$ cat config.mk
export PLATFORM = sky130hd
export DESIGN_NAME = if_fetch_unit
export DESIGN_NICKNAME = d
export VERILOG_FILES = /design/src/rtl/if_fetch_unit.sv
export SDC_FILE = /design/constraint.sdc
export NUM_CORES = 1
export LEC_CHECK = 0
export ABC_AREA = 1
export CELL_PAD_IN_SITES_DETAIL_PLACEMENT = 1
export CELL_PAD_IN_SITES_GLOBAL_PLACEMENT = 2
export CORE_ASPECT_RATIO = 0.7
export CORE_UTILIZATION = 29
export DETAILED_ROUTE_END_ITERATION = 6
export PLACE_DENSITY = 0.85
export SETUP_SLACK_MARGIN = 0.5
export SLEW_MARGIN = 5
export SYNTH_ARGS = -nofsm -noshare
export SYNTH_HDL_FRONTEND = slang
export SYNTH_SLANG_ARGS = --single-unit
$ cat constraint.sdc
create_clock -name clk -period 1.95 [get_ports clk]
set_clock_uncertainty 0.2 [all_clocks]
set_input_delay 0.39 -clock clk [delete_from_list [all_inputs] [get_ports clk]]
set_output_delay 0.39 -clock clk [all_outputs]
set_load 0.01 [all_outputs]
$ cat src/rtl/if_fetch_unit.sv
// Instruction fetch unit: one-word output slot, one-word skid buffer, branch redirect with stale-response drop.
// Optional build macro IF_PERF_CNT_EN adds the saturating stall_cnt output.
module if_fetch_unit (
    input  logic        clk,
    input  logic        rst,
    input  logic        freeze,
    input  logic        Branch_taken,
    input  logic [31:0] BranchAddr,
    output logic        mem_req,
    output logic [31:0] mem_addr,
    input  logic        mem_ack,
    input  logic [31:0] mem_rdata,
    output logic        valid,
    output logic [31:0] instruction,
    output logic [31:0] PC
`ifdef IF_PERF_CNT_EN
    ,
    output logic [31:0] stall_cnt
`endif
);

    typedef enum logic [1:0] {FETCH, WAIT, SKID, DROP} state_t;

    state_t      state;
    logic [31:0] pc;
    logic [31:0] req_addr;
    logic [31:0] skid_data;
    logic [31:0] pc_next;
    logic        slot_free;
    logic        ack;

    assign pc_next   = pc + 32'd4;
    assign slot_free = !valid || !freeze;
    assign ack       = mem_ack && mem_req;

    // NOTE: every output of a combinational block gets a default first, so no path can infer a latch.
    always_comb begin
        mem_req  = 1'b0;
        mem_addr = (state == DROP) ? req_addr : pc;
        case (state)
            FETCH: mem_req = slot_free && !Branch_taken;
            WAIT:  mem_req = 1'b1;
            SKID:  mem_req = 1'b0;
            DROP:  mem_req = 1'b1;
            default: mem_req = 1'b0;
        endcase
        // The request must be low while reset is held, even though state already reads FETCH.
        if (!rst) mem_req = 1'b0;
    end

    // NOTE: state uses non-blocking assignments; a later load of valid overrides the earlier consume clear.
    always_ff @(posedge clk or negedge rst) begin
        if (!rst) begin
            state       <= FETCH;
            pc          <= 32'd0;
            req_addr    <= 32'd0;
            skid_data   <= 32'd0;
            valid       <= 1'b0;
            instruction <= 32'd0;
            PC          <= 32'd0;
        end else if (Branch_taken) begin
            pc    <= BranchAddr;
            valid <= 1'b0;
            case (state)
                WAIT: begin
                    if (ack) begin
                        state <= FETCH;
                    end else begin
                        state    <= DROP;
                        req_addr <= pc;
                    end
                end
                DROP:    state <= DROP;
                default: state <= FETCH;
            endcase
        end else begin
            if (valid && !freeze) valid <= 1'b0;
            case (state)
                FETCH: begin
                    if (ack) begin
                        valid       <= 1'b1;
                        instruction <= mem_rdata;
                        PC          <= pc_next;
                        pc          <= pc_next;
                    end else begin
                        state <= WAIT;
                    end
                end
                WAIT: begin
                    if (ack) begin
                        pc <= pc_next;
                        if (slot_free) begin
                            valid       <= 1'b1;
                            instruction <= mem_rdata;
                            PC          <= pc_next;
                            state       <= FETCH;
                        end else begin
                            skid_data <= mem_rdata;
                            state     <= SKID;
                        end
                    end
                end
                SKID: begin
                    // pc already points past the skid word, so it is that word's PC output.
                    if (slot_free) begin
                        valid       <= 1'b1;
                        instruction <= skid_data;
                        PC          <= pc;
                        state       <= FETCH;
                    end
                end
                DROP: begin
                    if (ack) state <= FETCH;
                end
                default: state <= FETCH;
            endcase
        end
    end

`ifdef IF_PERF_CNT_EN
    always_ff @(posedge clk or negedge rst) begin
        if (!rst) begin
            stall_cnt <= 32'd0;
        end else if (mem_req && !mem_ack && (stall_cnt != 32'hFFFF_FFFF)) begin
            stall_cnt <= stall_cnt + 32'd1;
        end
    end
`endif

endmodule

# Yosys cells after proc, flatten, opt, wreduce, memory -nomap -nowiden
# Index checks and enable logic that the tools add are counted.
dict set report classes {
  bitwise_logic 3
  eq_ne 11
  reduce_logical 18
  addsub 1
  n_mux 30
}
# cell count
set op_table {}
lappend op_table {{32-bit two-way mux} 11}
lappend op_table {{32-bit one-hot mux with 3 select lines} 2}
lappend op_table {{32-bit by 3-bit adder with 32-bit output (second input constant)} 1}
lappend op_table {{2-bit two-way mux} 7}
lappend op_table {{3-bit inequality test (second input constant)} 4}
lappend op_table {{2-bit inequality test (second input constant)} 4}
lappend op_table {{2-bit one-hot mux with 4 select lines} 1}
lappend op_table {{4-bit AND reduction} 2}
lappend op_table {{1-bit two-way mux} 6}
lappend op_table {{1-bit one-hot mux with 3 select lines} 2}
lappend op_table {{6-bit AND reduction} 1}
lappend op_table {{2-bit == test (second input constant)} 2}
lappend op_table {{2-bit one-hot mux with 2 select lines} 1}
lappend op_table {{2-bit nonzero test} 2}
lappend op_table {{2-bit OR reduction} 2}
lappend op_table {{1-bit logical AND} 3}
lappend op_table {{1-bit zero test} 3}
lappend op_table {{1-bit inverter} 3}
lappend op_table {{3-bit AND reduction} 1}
lappend op_table {{3-bit nonzero test} 1}
lappend op_table {{2-bit by 1-bit == test with 1-bit output (second input constant)} 1}
lappend op_table {{2-bit zero test} 1}
lappend op_table {{2-bit AND reduction} 1}
lappend op_table {{1-bit logical OR} 1}
dict set report word_totals {
  ff_bits 163
  word_cells 70
}

# Logic depth before layout (Yosys ltp)
dict set report depth {
  ltp_word 9
  ltp_mapped 10
  ltp_nobuf 10
}

# Least setup slack after synthesis
# OpenSTA, ideal clock, no wires.
dict set report synth_path {
  kind {register to register}
  from {reg valid}
  to {reg skid_data[10]}
  t_required_ps 1617
  stages_incl_launch_ff 8
  period_less_slack_ps 1934
  path_slack_ps 16
  arrival_time_ps 1601
  cell_sequence {dfrtp_1 -> nand2_1 -> nand2_1 -> a21boi_0 -> nand3_1 -> clkbuf_1 -> nor2_1 -> a21oi_1}
}
dict set report synth_between {
  elab_chain_len 7
  elab_cells_between_ends 8
}
# item line
set synth_lines {}
lappend synth_lines {{from (decl)} 13} ;# output logic valid,
lappend synth_lines {{from (signal assigned)} 58} ;# valid <= 1'b0;
lappend synth_lines {{from (signal assigned)} 63} ;# valid <= 1'b0;
lappend synth_lines {{from (signal assigned)} 77} ;# if (valid && !freeze) valid <= 1'b0;
lappend synth_lines {{1-bit zero test} 33} ;# assign slot_free = !valid || !freeze;
lappend synth_lines {{1-bit logical OR} 33}
lappend synth_lines {{1-bit logical AND} 41} ;# FETCH: mem_req = slot_free && !Branch_taken;
lappend synth_lines {{1-bit one-hot mux with 3 select lines} 40} ;# case (state)
lappend synth_lines {{1-bit two-way mux} 48} ;# if (!rst) mem_req = 1'b0;
lappend synth_lines {{net mem_req} 9} ;# output logic mem_req,
lappend synth_lines {{1-bit logical AND} 34} ;# assign ack = mem_ack && mem_req;
lappend synth_lines {{4-bit AND reduction (no line)} --}
lappend synth_lines {{to (signal assigned)} 98} ;# skid_data <= mem_rdata;
lappend synth_lines {{to (decl)} 27} ;# logic [31:0] skid_data;
# The timed path passes the listed nets, and every way through them passes these cells.
# A chain may end at the register's enable or synchronous reset.

# Worst setup path in the final report
dict set report layout_path {
  from {reg state[1]}
  to {out mem_addr[10]}
}
dict set report layout_between {
  elab_chain_len 2
}
# item line
set layout_lines {}
lappend layout_lines {{from (decl)} 24} ;# state_t state;
lappend layout_lines {{from (signal assigned)} 54} ;# state <= FETCH;
lappend layout_lines {{from (signal assigned)} 67} ;# state <= FETCH;
lappend layout_lines {{from (signal assigned)} 69} ;# state <= DROP;
lappend layout_lines {{2-bit == test} 39} ;# mem_addr = (state == DROP) ? req_addr : pc;
lappend layout_lines {{32-bit two-way mux} 39}
lappend layout_lines {{to (decl)} 10} ;# output logic [31:0] mem_addr,
# No other way between the ends.

==> qor.yml <==
layout_setup_ws_ns: -0.409
ios: 167
drt-initial-drc-count: 660
cts_tree: "built"
final_max_slew_viol_count: 0
violations: "setup timing"
syn_inst: 1162
drt.antenna.violating_nets: 0
cpPeakStageDelay_ns: 0.42
antenna_found_initial: 1
powerDensity_nw_per_um2: 1330
yosys_warnings: 0
dieHeight_um: 143
grt_use_total: 0.269
power_leakage_nw: 7.03
fp-row-count: 51
final_nets: 1580
viasPerCell: 5.02
required_ns: 1.36
routedWlPerCell_um: 21.9
arrival_ns: 1.77
avgSynthCellArea_um2: 7.08
initial_core_util: 0.296
synth_cell_types: 18
grt_use_met1: 0.395
synth_nets: 1232
gr-usage-met3: 0.0602
crit_chain: "nand2_4, buf_12, buf_4, nor2_1, a21oi_4, buf_6"
final_util: 0.508
io_buffers: 166
grt_overflow: 0
nFillCells: 3292
critPathKind: "reg2out"
die-area_um2: 29000
maxCapViolCount: 0
worst_slew_pin_slew_ns: 0.489
drive_gt1_frac: 0.324
dp_hpwl_mm: 23.8
hold_viol: 0
grt_setup_unrepaired: "true"
ys_seq_area_frac: 0.496
root_buffer: "clkbuf_16"
ys_ff_latch: 163
critPathCaptureType: "output port"
cts.htree.levels: 4
cp_slowest_cell: "dfrtp_1"
vias: 9508
status: "complete, but fails checks"
path_clk_slew_ns: 0.07
grt_busiest_layer: "met2"
setup_viol: 193
fmax_mhz: 424
finalSetupTns_ns: -49.67
cts_buffers: 17
timing.slew.headroom: 0.674
ir_drop_mv: 0.747
die_w_um: 203
ctsLongestPathBuffers: 2
drc: 0
grt_pass1_wl_mm: 57.8
grt_pass1_vias: 9387
cp_max_fo: 6
routed_wl_mm: 41.6
gp_congestion: 0.859
syn_to_final_growth_pct: 71.9
finalCritPeriodShare: 1.21
met2_usage: 0.396
drtPass1Iterations: 4
syn-cell-area_um2: 8220
grt_max_degree: 77
core-area_um2: 27800
synth_edf_count: 0
ys.flop_type: "dfrtp_1"
clock-sinks: 163
postSynth.asyncResetShare: 1.00
startpoint_type: "register"
hp-class: "in2async"
clock_latency_ns: 0.44
fin_crit_ns: 2.36
==> worst max-delay path: cells and delay by family (launching register included) <==
kind	cells	cell delay (ns)
compound gates	1	0.07
buf+inv	3	0.43
flops	1	0.42
simple gates	2	0.40
==> synthesized netlist by cell type (all sizes together) (2+ instances only) <==
cell type,count,area (um^2)
a21boi,2,26.3
buf,25,116
clkbuf,29,109
a21oi,60,300
xor2,5,43.8
nand3,87,435
o21ai,92,460
inv,78,293
nor2,138,518
dfrtp,163,4080
nand2,476,1790
nand4,5,31.3
==> kinds of logic (layout without fill, tap and decap cells) <==
logic type      count (synthesis)  count (layout)  share of synthesized area
simple gates                  707             708                      0.338
flops                         163             163                      0.496
compound gates                154             154                     0.0957
buf+inv                       132             492                     0.0630
xor+xnor                        5               5                    0.00533
fa+ha+maj                       1               1                    0.00152
other cells                     0               1                          0
==> power by group <==
| group | total, mW | internal (mW) | switching, mW |
|---|---|---|---|
| registers | 5.51 | 4.55 | 0.951 |
| clock network | 3.63 | 2.07 | 1.56 |
| logic | 9.67 | 4.62 | 5.04 |
| total | 18.8 | 11.2 | 7.56 |
==> per-layer routing <==
layer  vias up  share of wire
li1       4380              -
met1      4777           0.48
met2       293           0.45
met3        58          0.059
met4         0          0.017
met5         -              0
==> state kept, by name, indices dropped and copies added, names as in the netlist <==
name         cells
req_addr        32
skid_data       32
instruction     32
state            2
pc              32
valid            1
PC              32
==> cell type report <==
cell class | count | area [um^2] | area share
Multi-Input combinational cell | 868 | 4530 | 0.320
Sequential cell | 163 | 4080 | 0.289
Tap cell | 371 | 464 | 0.0328
Inverter | 78 | 302 | 0.0213
Clock inverter | 14 | 175 | 0.0124
Antenna cell | 1 | 2.50 | 0.000177
Clock buffer | 18 | 439 | 0.0311
Timing Repair Buffer | 382 | 4140 | 0.293
==> worst paths after layout <==
check	startpoint	endpoint	slack (ns)	depth (start not counted)
max in group asynchronous	rst	pc[17]	0.69	4
worst min register to register	instruction[0]	instruction[0]	0.27	2
worst min-delay path	rst	instruction[21]	0.19	3
min in group clk	Branch_taken	pc[1]	0.24	3
worst max-delay path	state[1]	mem_addr[10]	-0.41	6
worst max register to register	state[1]	req_addr[1]	-0.37	13
==> through the flow <==
| step | std cells | power, mW | hold slack (ns) | worst slack (ns) | area [um^2] |
|---|---|---|---|---|---|
| after floorplan | 1162 | 8.87 | -0.106 | 0.244 | 8950 |
| after global placement | 1748 | 12.6 | -0.00505 | -0.425 | 11700 |
| after detailed placement | 1748 | 12.8 | -0.00664 | -0.456 | 11700 |
| after CTS | 1870 | 17.8 | 0.214 | -0.347 | 13500 |
| after global routing | 1894 | 19.7 | 0.162 | -0.445 | 14100 |
| final | 1895 | 18.8 | 0.187 | -0.409 | 14100 |
==> layout by cell type, fill, tap and decap left out, types with 5 or more instances in the layout <==
| master | count |
|---|---|
| buf_4 | 122 |
| a21oi_1 | 23 |
| clkbuf_16 | 28 |
| a21oi_4 | 30 |
| nand4_1 | 5 |
| o21ai_0 | 63 |
| xor2_1 | 5 |
| nand2_2 | 25 |
| o21ai_1 | 17 |
| buf_12 | 25 |
| buf_16 | 20 |
| o21ai_2 | 10 |
| inv_6 | 6 |
| nand3_1 | 72 |
| inv_1 | 75 |
| buf_2 | 57 |
| buf_6 | 71 |
| dfrtp_1 | 162 |
| nor2_1 | 92 |
| nand2_1 | 446 |
| nor2_2 | 21 |
| clkdlybuf4s50_1 | 66 |
| buf_8 | 6 |
| nor2_4 | 25 |
| nand3_2 | 12 |
| a21oi_2 | 7 |
==> timing repair <==
item	in CTS	in global routing
cloned	23	14
hold buffers	1	1
resized for setup	529	99
endpoints found under the hold margin	15	1
pin swaps	14	15
setup buffers	66	9
setup endpoints to repair	259	407
(Power assumes the default switching activity.)
==> variant 1 (same settings) <==
The 4 states of `state_t` get a one-hot encoding in 4 bits.
--- a/src/rtl/if_fetch_unit.sv
+++ b/src/rtl/if_fetch_unit.sv
@@ -19,7 +19,7 @@
 `endif
 );
 
-    typedef enum logic [1:0] {FETCH, WAIT, SKID, DROP} state_t;
+    typedef enum logic [3:0] {FETCH = 4'b0001, WAIT = 4'b0010, SKID = 4'b0100, DROP = 4'b1000} state_t;
 
     state_t      state;
     logic [31:0] pc;
Function: no difference found for any inputs over 4 cycles, from zero or initial values and one cycle with rst low; so few cycles prove little.
==> variant 1 against the original RTL <==
The run still ends with setup timing left. Design area rose by 14%. Worst setup slack got worse by 240 ps. Via count rose by 2.0%. Power rose by 24%. Highest routed layer unchanged. Area after synthesis rose by 1.9%. Sequential cell count rose by 2. Global-route usage rose by 0.78 points. Wire length rose by 5.9%. Register-to-register slack got worse by 250 ps.
==> variant 1: results (changes against the original RTL) <==
Worst setup path
  – R2R Path End: PC[15] (was req_addr[1])
  – Crit-path max cell delay: 550 ps (was 420 ps)
  – CP Capture Point: mem_addr[26] (was mem_addr[10])
  – R2R depth: 16 (was 13)

Cells and area
  – Area of the multi-input gates: 0.00556 mm2 (was 0.00453 mm2)
  – FF/Latch Area: 0.00413 mm2 (was 0.00408 mm2)
  – Inverters excl. clock: 60 (was 78)
  – Fillers: 3081 (was 3292)
  – Non-Clock Buffer Count: 441 (was 382)
  – Nets@finish: 1579 (was 1580)
  – Share of cells above drive strength 1: 51.6% (was 32.4%)

Placed design
  – # placed instances: 1687 (was 1748)
  – DP Worst Slack: -618 ps (was -456 ps)
  – Final Wtd Congestion: 0.872 (was 0.859)
  – Hpwl dp: 22100 um (was 23800 um)

Outcome
  – Status: finished with violations (unchanged)
  – Failing checks: setup timing (unchanged)

Yosys
  – Cells after Synth: 1107 (was 1162)
  – Mux share of post-synthesis cell area: 3.58% (was 0%)
  – Most frequent cells after synthesis: 463 x nand2_1, 164 x dfrtp_1, 150 x o21ai_0 (was 475 x nand2_1, 163 x dfrtp_1, 138 x nor2_1)
  – Seq/Total Area, Yosys: 49.3% (was 49.6%)
  – XOR/XNOR Fraction of Synth Area: 1.57% (was 0.533%)
  – Post-synth net total: 1177 (was 1232)

Timing
  – Worst Tran Pin Value: 949 ps (was 489 ps)
  – Setup WS post-layout: -644 ps (was -409 ps)
  – Setup violators final: 196 (was 193)

GRT
  – Initial antenna violation count: 0 (was 1)
  – First-pass GRT wire length: 60300 um (was 57800 um)

Clocking
  – Setup Fix Bufs, Post-CTS: 90 (was 66)

Pwr
  – VDD IR max: 662 uV (was 747 uV)

Drt
  – Drt first pass iters: 5 (was 4)
==> variant 1: layer usage <==
metal	track usage [%]	wire length, um
met5	0	0
met4	5.58	690
met3	5.39	1940
met2	44.3	21400
met1	38.7	20000
==> variant 1: how the worst min path moves through the flow <==
stage | start | end | slack (ps) | cells after the start
4_1_cts | rst | PC[1] | 110 | 3
3_5_place_dp | skid_data[5] | skid_data[5] | 260 | 2
5_1_grt | rst | instruction[26] | 170 | 3
3_3_place_gp | skid_data[15] | skid_data[15] | 250 | 2
6_report | rst | PC[1] | 80 | 3
2_1_floorplan | rst | PC[0] | -110 | 0
==> variant 1: power groups by stage <==
stage               clock network [mW]  logic [mW]  registers, mW
floorplan                            0        3.68           5.66
global placement                     0        7.73           5.59
detailed placement                   0        7.96           5.63
CTS                               3.74        11.6           5.65
global route                      3.90        14.5           6.01
finish                            3.75        13.7           5.91
==> variant 2 (same flow settings) <==
Without the edit above. The option `IF_PERF_CNT_EN` is turned on by a define.
--- a/src/rtl/if_fetch_unit.sv
+++ b/src/rtl/if_fetch_unit.sv
@@ -1,5 +1,7 @@
 // Instruction fetch unit: one-word output slot, one-word skid buffer, branch redirect with stale-response drop.
 // Optional build macro IF_PERF_CNT_EN adds the saturating stall_cnt output.
+`define IF_PERF_CNT_EN
+
 module if_fetch_unit (
     input  logic        clk,
     input  logic        rst,
Formal check against the unedited RTL (old outputs only; new: stall_cnt): equivalent (Yosys induction, for registers that start in step).
==> variant 2 against the original RTL <==
The flow still finishes with violations (setup timing). Global-route usage is 1.4 points lower. Non-clock buffer count is 152 higher. Sequential cell count is 32 higher. Combinational power is 23% higher. Design area is 35% higher. Maximum frequency is 4.3% lower. Wire length is 33% higher. Area after synthesis is 26% higher. Largest power group unchanged. Critical path depth is 9 higher. Power is 18% higher. Worst setup slack worse by 100 ps.
==> variant 2: results (changes against the original RTL) <==
Outcome
  – Status: finished with violations (unchanged)
  – Failing checks: setup timing (unchanged)

Clocking
  – Clk Latency, worst-skew pair: 480 ps (was 440 ps)
  – Clock transition at path regs: 100 ps (was 70 ps)
  – Setup Fix Bufs, Post-CTS: 91 (was 66)
  – Gates resized, CTS repair: 635 (was 529)
  – Cts hold-fix bufs: 2 (was 1)

Drt
  – Drt first pass iters: 5 (was 4)
  – Met1 WL: 24300 um (was 19900 um)
  – Total Wirelength: 55400 um (was 41600 um)

Cells and area
  – Nets@finish: 2036 (was 1580)
  – Multi-input combinational area share: 35.3% (was 32.0%)
  – Area of the multi-input gates: 0.00672 mm2 (was 0.00453 mm2)
  – FF/Latch Area: 0.00489 mm2 (was 0.00408 mm2)
  – Share of cells above drive strength 1: 42.8% (was 32.4%)

Timing
  – Setup violators final: 226 (was 193)
  – Setup WS post-layout: -514 ps (was -409 ps)
  – Slew headroom: 59.7% (was 67.4%)
  – Sum Neg Setup Slack: -70130 ps (was -49670 ps)

GRT
  – Pin count of the biggest net entering global routing: 111 (was 77)
  – Met3 global-route usage: 5.43% (was 6.02%)
  – Initial antenna violation count: 3 (was 1)
  – First-pass GRT wire length: 70000 um (was 57800 um)

Yosys
  – Most frequent cells after synthesis: 649 x nand2_1, 195 x dfrtp_1, 159 x nor2_1 (was 475 x nand2_1, 163 x dfrtp_1, 138 x nor2_1)
  – Synth Area in Compound Gates: 8.77% (was 9.57%)
  – Adder-cell share of the synthesized area: 0.242% (was 0.152%)
  – Cells after Synth: 1471 (was 1162)
  – Flops & latches, synth: 195 (was 163)

Die
  – Die Wd: 228 um (was 203 um)

Hold path
  – Worst Hold Class: register to register (was primary input to asynchronous set/reset pin)

Pwr
  – LEAKAGE: 9.49 nW (was 7.03 nW)

Worst setup path
  – Crit-path max cell delay: 440 ps (was 420 ps)

Placed design
  – DP Worst Slack: -414 ps (was -456 ps)
==> variant 2: cell count changes in the layout (fill, tap and decap cells not counted), sizes merged, moves of 9 or more <==
cell	before	now
clkbuf	29	59
xor2	5	23
dfrtp	163	195
o21ai	92	131
a21oi	60	33
o211ai	0	9
nand2	476	654
nor2	138	162
buf	301	423
inv	82	111
==> variant 2: final timing paths <==
check | from | endpoint | slack, ps | cells after the start
min in group asynchronous | rst | state[1] | 310 | 3
worst min register to register | instruction[13] | instruction[13] | 280 | 2
max in group asynchronous | rst | stall_cnt[30] | 580 | 4
worst max register to register | state[1] | instruction[17] | -510 | 15
worst max-delay path | state[1] | instruction[17] | -510 | 15
worst min-delay path | instruction[13] | instruction[13] | 280 | 2
==> variant 2: power groups by stage <==
stage	registers, mW	clock network, mW	logic, mW
after floorplan	6.42	0	3.42
after global placement	6.17	0	7.28
after detailed placement	6.23	0	7.48
after CTS	6.22	3.66	9.16
after global routing	6.63	3.85	12.6
final	6.54	3.68	11.9
